==> config.mk <==
export PLATFORM = sky130hd
export DESIGN_NAME = y_buf_argmax_reader
export DESIGN_NICKNAME = d
export VERILOG_FILES = /design/src/rtl/y_buf_argmax_reader.sv
export SDC_FILE = /design/constraint.sdc
export NUM_CORES = 1
export LEC_CHECK = 0
export ABC_AREA = 1
export CAP_MARGIN = 10
export CORE_MARGIN = 4
export CORE_UTILIZATION = 50
export DETAILED_ROUTE_END_ITERATION = 10
export PLACE_DENSITY_LB_ADDON = 0.2
export SETUP_SLACK_MARGIN = 0.5
export SYNTH_ARGS = -nofsm -noshare
export SYNTH_HDL_FRONTEND = slang
export SYNTH_SLANG_ARGS = --single-unit
==> constraint.sdc <==
create_clock -name clk -period 5.6 [get_ports clk]
set_input_delay 1.12 -clock clk [delete_from_list [all_inputs] [get_ports clk]]
set_output_delay 1.12 -clock clk [all_outputs]
set_load 0.03 [all_outputs]
==> src/rtl/y_buf_argmax_reader.sv <==
// Reads ten signed logits per image from the output buffer, finds the argmax,
// and hands one (image, class, score) result per image to a valid/ready consumer.
module y_buf_argmax_reader #(
    parameter int unsigned IN_IMG_NUM       = 10,
    parameter int unsigned Y_BUF_DATA_WIDTH = 32,
    parameter int unsigned Y_BUF_ADDR_WIDTH = 32
) (
    input  logic                          clk,
    input  logic                          rst_n,
    input  logic                          start_i,
    output logic                          busy_o,
    output logic                          done_o,
    output logic                          y_buf_en,
    output logic                          y_buf_wr_en,
    output logic [Y_BUF_ADDR_WIDTH-1:0]   y_buf_addr,
    input  logic [Y_BUF_DATA_WIDTH-1:0]   y_buf_rdata,
    output logic                          cls_valid_o,
    input  logic                          cls_ready_i,
    output logic [$clog2(IN_IMG_NUM)-1:0] cls_img_o,
    output logic [3:0]                    cls_class_o,
    output logic [Y_BUF_DATA_WIDTH-1:0]   cls_score_o
);

    localparam int unsigned IMG_W      = $clog2(IN_IMG_NUM);
    localparam int unsigned AW         = Y_BUF_ADDR_WIDTH;
    localparam int unsigned DW         = Y_BUF_DATA_WIDTH;
    localparam logic [3:0]  N_LOGITS   = 4'd10;
    localparam logic [3:0]  LAST_LOGIT = 4'd9;
    localparam logic [IMG_W-1:0] LAST_IMG = IMG_W'(IN_IMG_NUM - 1);

    typedef enum logic [1:0] {
        S_IDLE = 2'd0,
        S_RD   = 2'd1,
        S_OUT  = 2'd2,
        S_DONE = 2'd3
    } state_t;

    state_t                 state_q;
    state_t                 state_d;
    logic [3:0]             issue_cnt_q;   // next logit index to issue
    logic [3:0]             smp_cnt_q;     // logit index of the next returning word
    logic                   rd_vld_q;      // buffer data is valid this cycle
    logic [IMG_W-1:0]       img_q;
    logic [AW-1:0]          nxt_addr_q;    // images are contiguous, so the address just keeps counting
    logic signed [DW-1:0]   max_q;
    logic [3:0]             cls_q;

    logic                   start_img;
    logic                   issue;
    logic                   last_smp;
    logic                   handshake;
    logic                   take;
    logic signed [DW-1:0]   rdata_s;
    logic [AW-1:0]          issue_addr;

    // The buffer is read-only from this block
    assign y_buf_wr_en = 1'b0;

    // State register
    always_ff @(posedge clk or negedge rst_n) begin
        if (!rst_n) begin
            state_q <= S_IDLE;
        end else begin
            state_q <= state_d;
        end
    end

    // Next-state logic and per-cycle strobes for the datapath
    always_comb begin
        state_d    = state_q;
        start_img  = 1'b0;
        issue      = 1'b0;
        last_smp   = 1'b0;
        handshake  = 1'b0;
        rdata_s    = y_buf_rdata;
        take       = (smp_cnt_q == 4'd0) || (rdata_s > max_q);
        issue_addr = (state_q == S_IDLE) ? '0 : nxt_addr_q;
        unique case (state_q)
            S_IDLE: begin
                if (start_i) begin
                    state_d   = S_RD;
                    start_img = 1'b1;
                end
            end
            S_RD: begin
                issue = (issue_cnt_q < N_LOGITS);
                if (rd_vld_q && (smp_cnt_q == LAST_LOGIT)) begin
                    last_smp = 1'b1;
                    state_d  = S_OUT;
                end
            end
            S_OUT: begin
                handshake = cls_valid_o && cls_ready_i;
                if (handshake) begin
                    if (img_q == LAST_IMG) begin
                        state_d = S_DONE;
                    end else begin
                        state_d   = S_RD;
                        start_img = 1'b1;
                    end
                end
            end
            S_DONE: begin
                state_d = S_IDLE;
            end
        endcase
    end

    // Read issue, return tracking, running argmax and result registers
    always_ff @(posedge clk or negedge rst_n) begin
        if (!rst_n) begin
            busy_o      <= 1'b0;
            done_o      <= 1'b0;
            y_buf_en    <= 1'b0;
            y_buf_addr  <= '0;
            nxt_addr_q  <= '0;
            issue_cnt_q <= '0;
            smp_cnt_q   <= '0;
            rd_vld_q    <= 1'b0;
            img_q       <= '0;
            max_q       <= '0;
            cls_q       <= '0;
            cls_valid_o <= 1'b0;
            cls_img_o   <= '0;
            cls_class_o <= '0;
            cls_score_o <= '0;
        end else begin
            busy_o   <= (state_d != S_IDLE);
            done_o   <= (state_d == S_DONE);
            y_buf_en <= start_img | issue;
            rd_vld_q <= y_buf_en;

            if (start_img || issue) begin
                y_buf_addr <= issue_addr;
                nxt_addr_q <= issue_addr + AW'(4);
            end

            if (start_img) begin
                issue_cnt_q <= 4'd1;
            end else if (issue) begin
                issue_cnt_q <= issue_cnt_q + 4'd1;
            end

            if (start_img) begin
                smp_cnt_q <= '0;
            end else if (rd_vld_q) begin
                smp_cnt_q <= smp_cnt_q + 4'd1;
            end

            if (start_img) begin
                img_q <= (state_q == S_IDLE) ? '0 : img_q + IMG_W'(1);
            end

            if ((state_q == S_RD) && rd_vld_q && take) begin
                max_q <= rdata_s;
                cls_q <= smp_cnt_q;
            end

            if (last_smp) begin
                cls_valid_o <= 1'b1;
                cls_img_o   <= img_q;
                cls_class_o <= take ? smp_cnt_q : cls_q;
                cls_score_o <= take ? rdata_s : max_q;
            end else if (handshake) begin
                cls_valid_o <= 1'b0;
            end
        end
    end

endmodule

==> results_dict.tcl <==
set metrics [dict create \
    detailroute.via_count 6679 \
    die_height_microns 135 \
    synth-seq-area-share_pct 47.9 \
    synthDistinctLibCells 33 \
    layout.filler_cells 1421 \
    period_needed_ns 3.67 \
    tritoncts_buffers 17 \
    slew_viol_final 0 \
    htree_num_levels 4 \
    antenna_violations_before_repair 0 \
    clk-insertion-delay-late_ns 0.43 \
    timing.critical_path.to_type "register" \
    skew_ns 0.00948 \
    grt_usage_pct 22.2 \
    yosys_register_bits 155 \
    seqCellArea_sq_um 3880 \
    nNetsFinal 1179 \
    crit_path_start_kind "primary input" \
    final_routed_drc_violation_total 0 \
    period_share_pct 65.5 \
    worst_pin_slew_ns 0.807 \
    hold_viol_final 0 \
    number_of_global_route_vias_before_repair 6847 \
    mappedNetlistArea_sq_um 8100 \
    ir_drop_mv 0.319 \
    design.core.area_sq_um 15900 \
    min_delay_path_depth 0 \
    cts_num_sinks 155 \
    yosys_top_cell_area_share_pct 47.9 \
    final_ws_setup_ns 1.93 \
    post_layout_nonfiller_instances 1333 \
    cts_setup_buffers 0 \
    clk_pin_slew_worst_paths_ns 0.06 \
    place_hpwl_microns 12900 \
    p_leak_uw 0.00482 \
    preCtsSetupSlack_ns 1.48 \
    postCtsHoldBufs 0 \
    timing.hold.ws_ns 0.414 \
    place_inst 1301 \
    maxClockFrequency_mhz 273 \
    floorplan.rows 46 \
    fraction_of_final_layout_cells_sized_beyond_drive_strength_1_pct 6.62 \
    first_pass_grt_wire_length_microns 32700 \
    cts.root.buffer_cell "clkbuf_16" \
    worstPathRequired_ns 5.88 \
    maxcap_viol_count 0 \
    globalplace.congestion 0.864 \
    min-delay-start "y_buf_en" \
    r2r_end "nxt_addr_q[24]" \
    detail_route.iter0.violations 376 \
    outcome "finished, final reports clean" \
    drtAntennaViolNets 0 \
    initial_core_util_pct 51.0 \
    setup_viol 0 \
    flow.area_growth_from_synthesis_pct 22.1 \
    grt_max_degree 73 \
    critical_path.max_fanout 72 \
    max_slew_margin_pct 46.1 \
    multi_input_area_sq_um 3480 \
    portBuffers 109 \
    hold_path_class "reg -> reg" \
    num_antenna_cells 0 \
    yosys_warnings 0 \
    worstPathArrival_ns 3.94 \
    grt-ovfl-total 0 \
    min_to "rd_vld_q" \
    r2r_setup_slack_ns 2.59 \
    die_area_sq_um 18300 \
    cellPowerDensity_nw_per_um2 540 \
    detail_route.wl_per_cell_microns 14.4 \
    drt-pass1-iter-count 5 \
    critical_path_class "in -> reg" \
    unrepaired_setup_endpoints_after_global_routing "no" \
    post_synth.cell_area_avg_sq_um 8.02 \
    clk_path_buf_depth 2 \
    synth.top_cells.by_area "dfrtp_1, nand2_1, ha_1, inv_1, nand3_1" \
    die-width_microns 135 \
    route.detailed.vias_per_inst 5.01 \
    synth_top_area_cell "dfrtp_1" \
    rr_startpoint "state_q[1]" \
    synthCells 1009 \
    reg2reg_depth 10 \
    boundaryPins 113 \
    tritoncts "done" \
    final_wl_microns 19200 \
    final.setup.tns_ns 0 \
    post_cts.resized_instances 0 \
]
-- where the power goes --
group	switching, uW	internal [uW]
clock	452	702
combinational	1630	843
sequential	219	1490
total	2300	3040
-- Yosys cell counts (all sizes together) --
cell type / count
xnor2: 6
a21o: 1
o31ai: 2
a21oi: 24
nor4: 4
o21ai: 68
inv: 136
nand4: 16
o22ai: 1
conb: 1
xor2: 24
nor2: 70
ha: 39
dfrtp: 155
o21a: 4
clkbuf: 17
nor3: 10
buf: 25
nand2: 324
nand3: 82
-- layout make-up --
type	instances	share of cell area (%)
clock buffers	22	4.90
clock inverters	10	1.16
inverters	136	5.16
multi-input cells	678	35.2
flip-flops and latches	155	39.2
well taps	216	2.73
repair buffers	116	11.6
-- critical path, cell delays in order --
cell and delay, ns:
clkdlybuf4s50_1 0.45, ha_1 0.33, nand4_1 0.13, nor3_1 0.29, nand2_1 0.09, nand2_1 0.07
nand2_1 0.06, nand3_1 0.08, nand3_2 0.11, nand2_4 0.37, nand2_4 0.50, nand2_1 0.21
o21ai_1 0.09
-- how the worst max path moves through the flow --
stage | startpoint | slack (ns) | cells past startpoint | endpoint
2_1_floorplan | y_buf_rdata[31] | 2.82 | 13 | cls_q[1]
3_3_place_gp | start_i | 1.50 | 10 | nxt_addr_q[24]
3_5_place_dp | y_buf_rdata[10] | 1.48 | 13 | max_q[26]
4_1_cts | y_buf_rdata[11] | 1.93 | 13 | max_q[20]
5_1_grt | y_buf_rdata[11] | 1.67 | 13 | max_q[13]
6_report | y_buf_rdata[10] | 1.93 | 13 | max_q[20]
-- metal layers --
metal  vias to the layer above  wire, microns  global-route usage, %  part of all wire [%]
met1                      3145           8410                   28.2                    44
met3                        28            941                   4.90                   4.9
li1                       3356              -                      -                     -
met2                       150           9450                   37.5                    49
met4                         0            350                   7.84                   1.8
met5                         -              0                      0                     0
-- sequential cells by signal, summed over array words and instances (netlist names), 2 cells and up --
register / cells
cls_class_o: 4
cls_img_o: 4
issue_cnt_q: 4
cls_q: 4
smp_cnt_q: 4
nxt_addr_q: 30
state_q: 2
img_q: 4
cls_score_o: 32
max_q: 32
y_buf_addr: 30
-- metrics by stage --
step / power, uW / util (%) / instance area, sq um
after detailed placement: 4210 / 58.5 / 9290
after floorplan: 3500 / - / 8100
after CTS: 5380 / 62.2 / 9890
after global routing: 5760 / 62.2 / 9890
after global placement: 4150 / 58.5 / 9290
final: 5340 / 62.2 / 9890
-- kinds of logic (layout without fill, tap and decap cells) --
group	count (synthesis)	after routing	synth area share [%]
simple gates	506	506	27.1
compound gates	100	100	6.41
fa+ha+maj	39	39	6.03
other cells	1	3	0.0463
flops	155	155	47.9
xor+xnor	30	30	3.25
buf+inv	178	284	9.30
-- placed cells by master, fill, tap and decap left out, drive strengths merged, types with 4 or more instances in the layout --
cell type      instances
ha                    39
nor3                  10
clkdlybuf4s50        108
inv                  136
nand2                324
nand4                 16
nand3                 82
xor2                  24
o21a                   4
buf                    8
clkbuf                22
nor4                   4
dfrtp                155
a21oi                 24
nor2                  70
xnor2                  6
clkinv                 5
o21ai                 68
No activity file was read; power rests on OpenSTA's default activity.
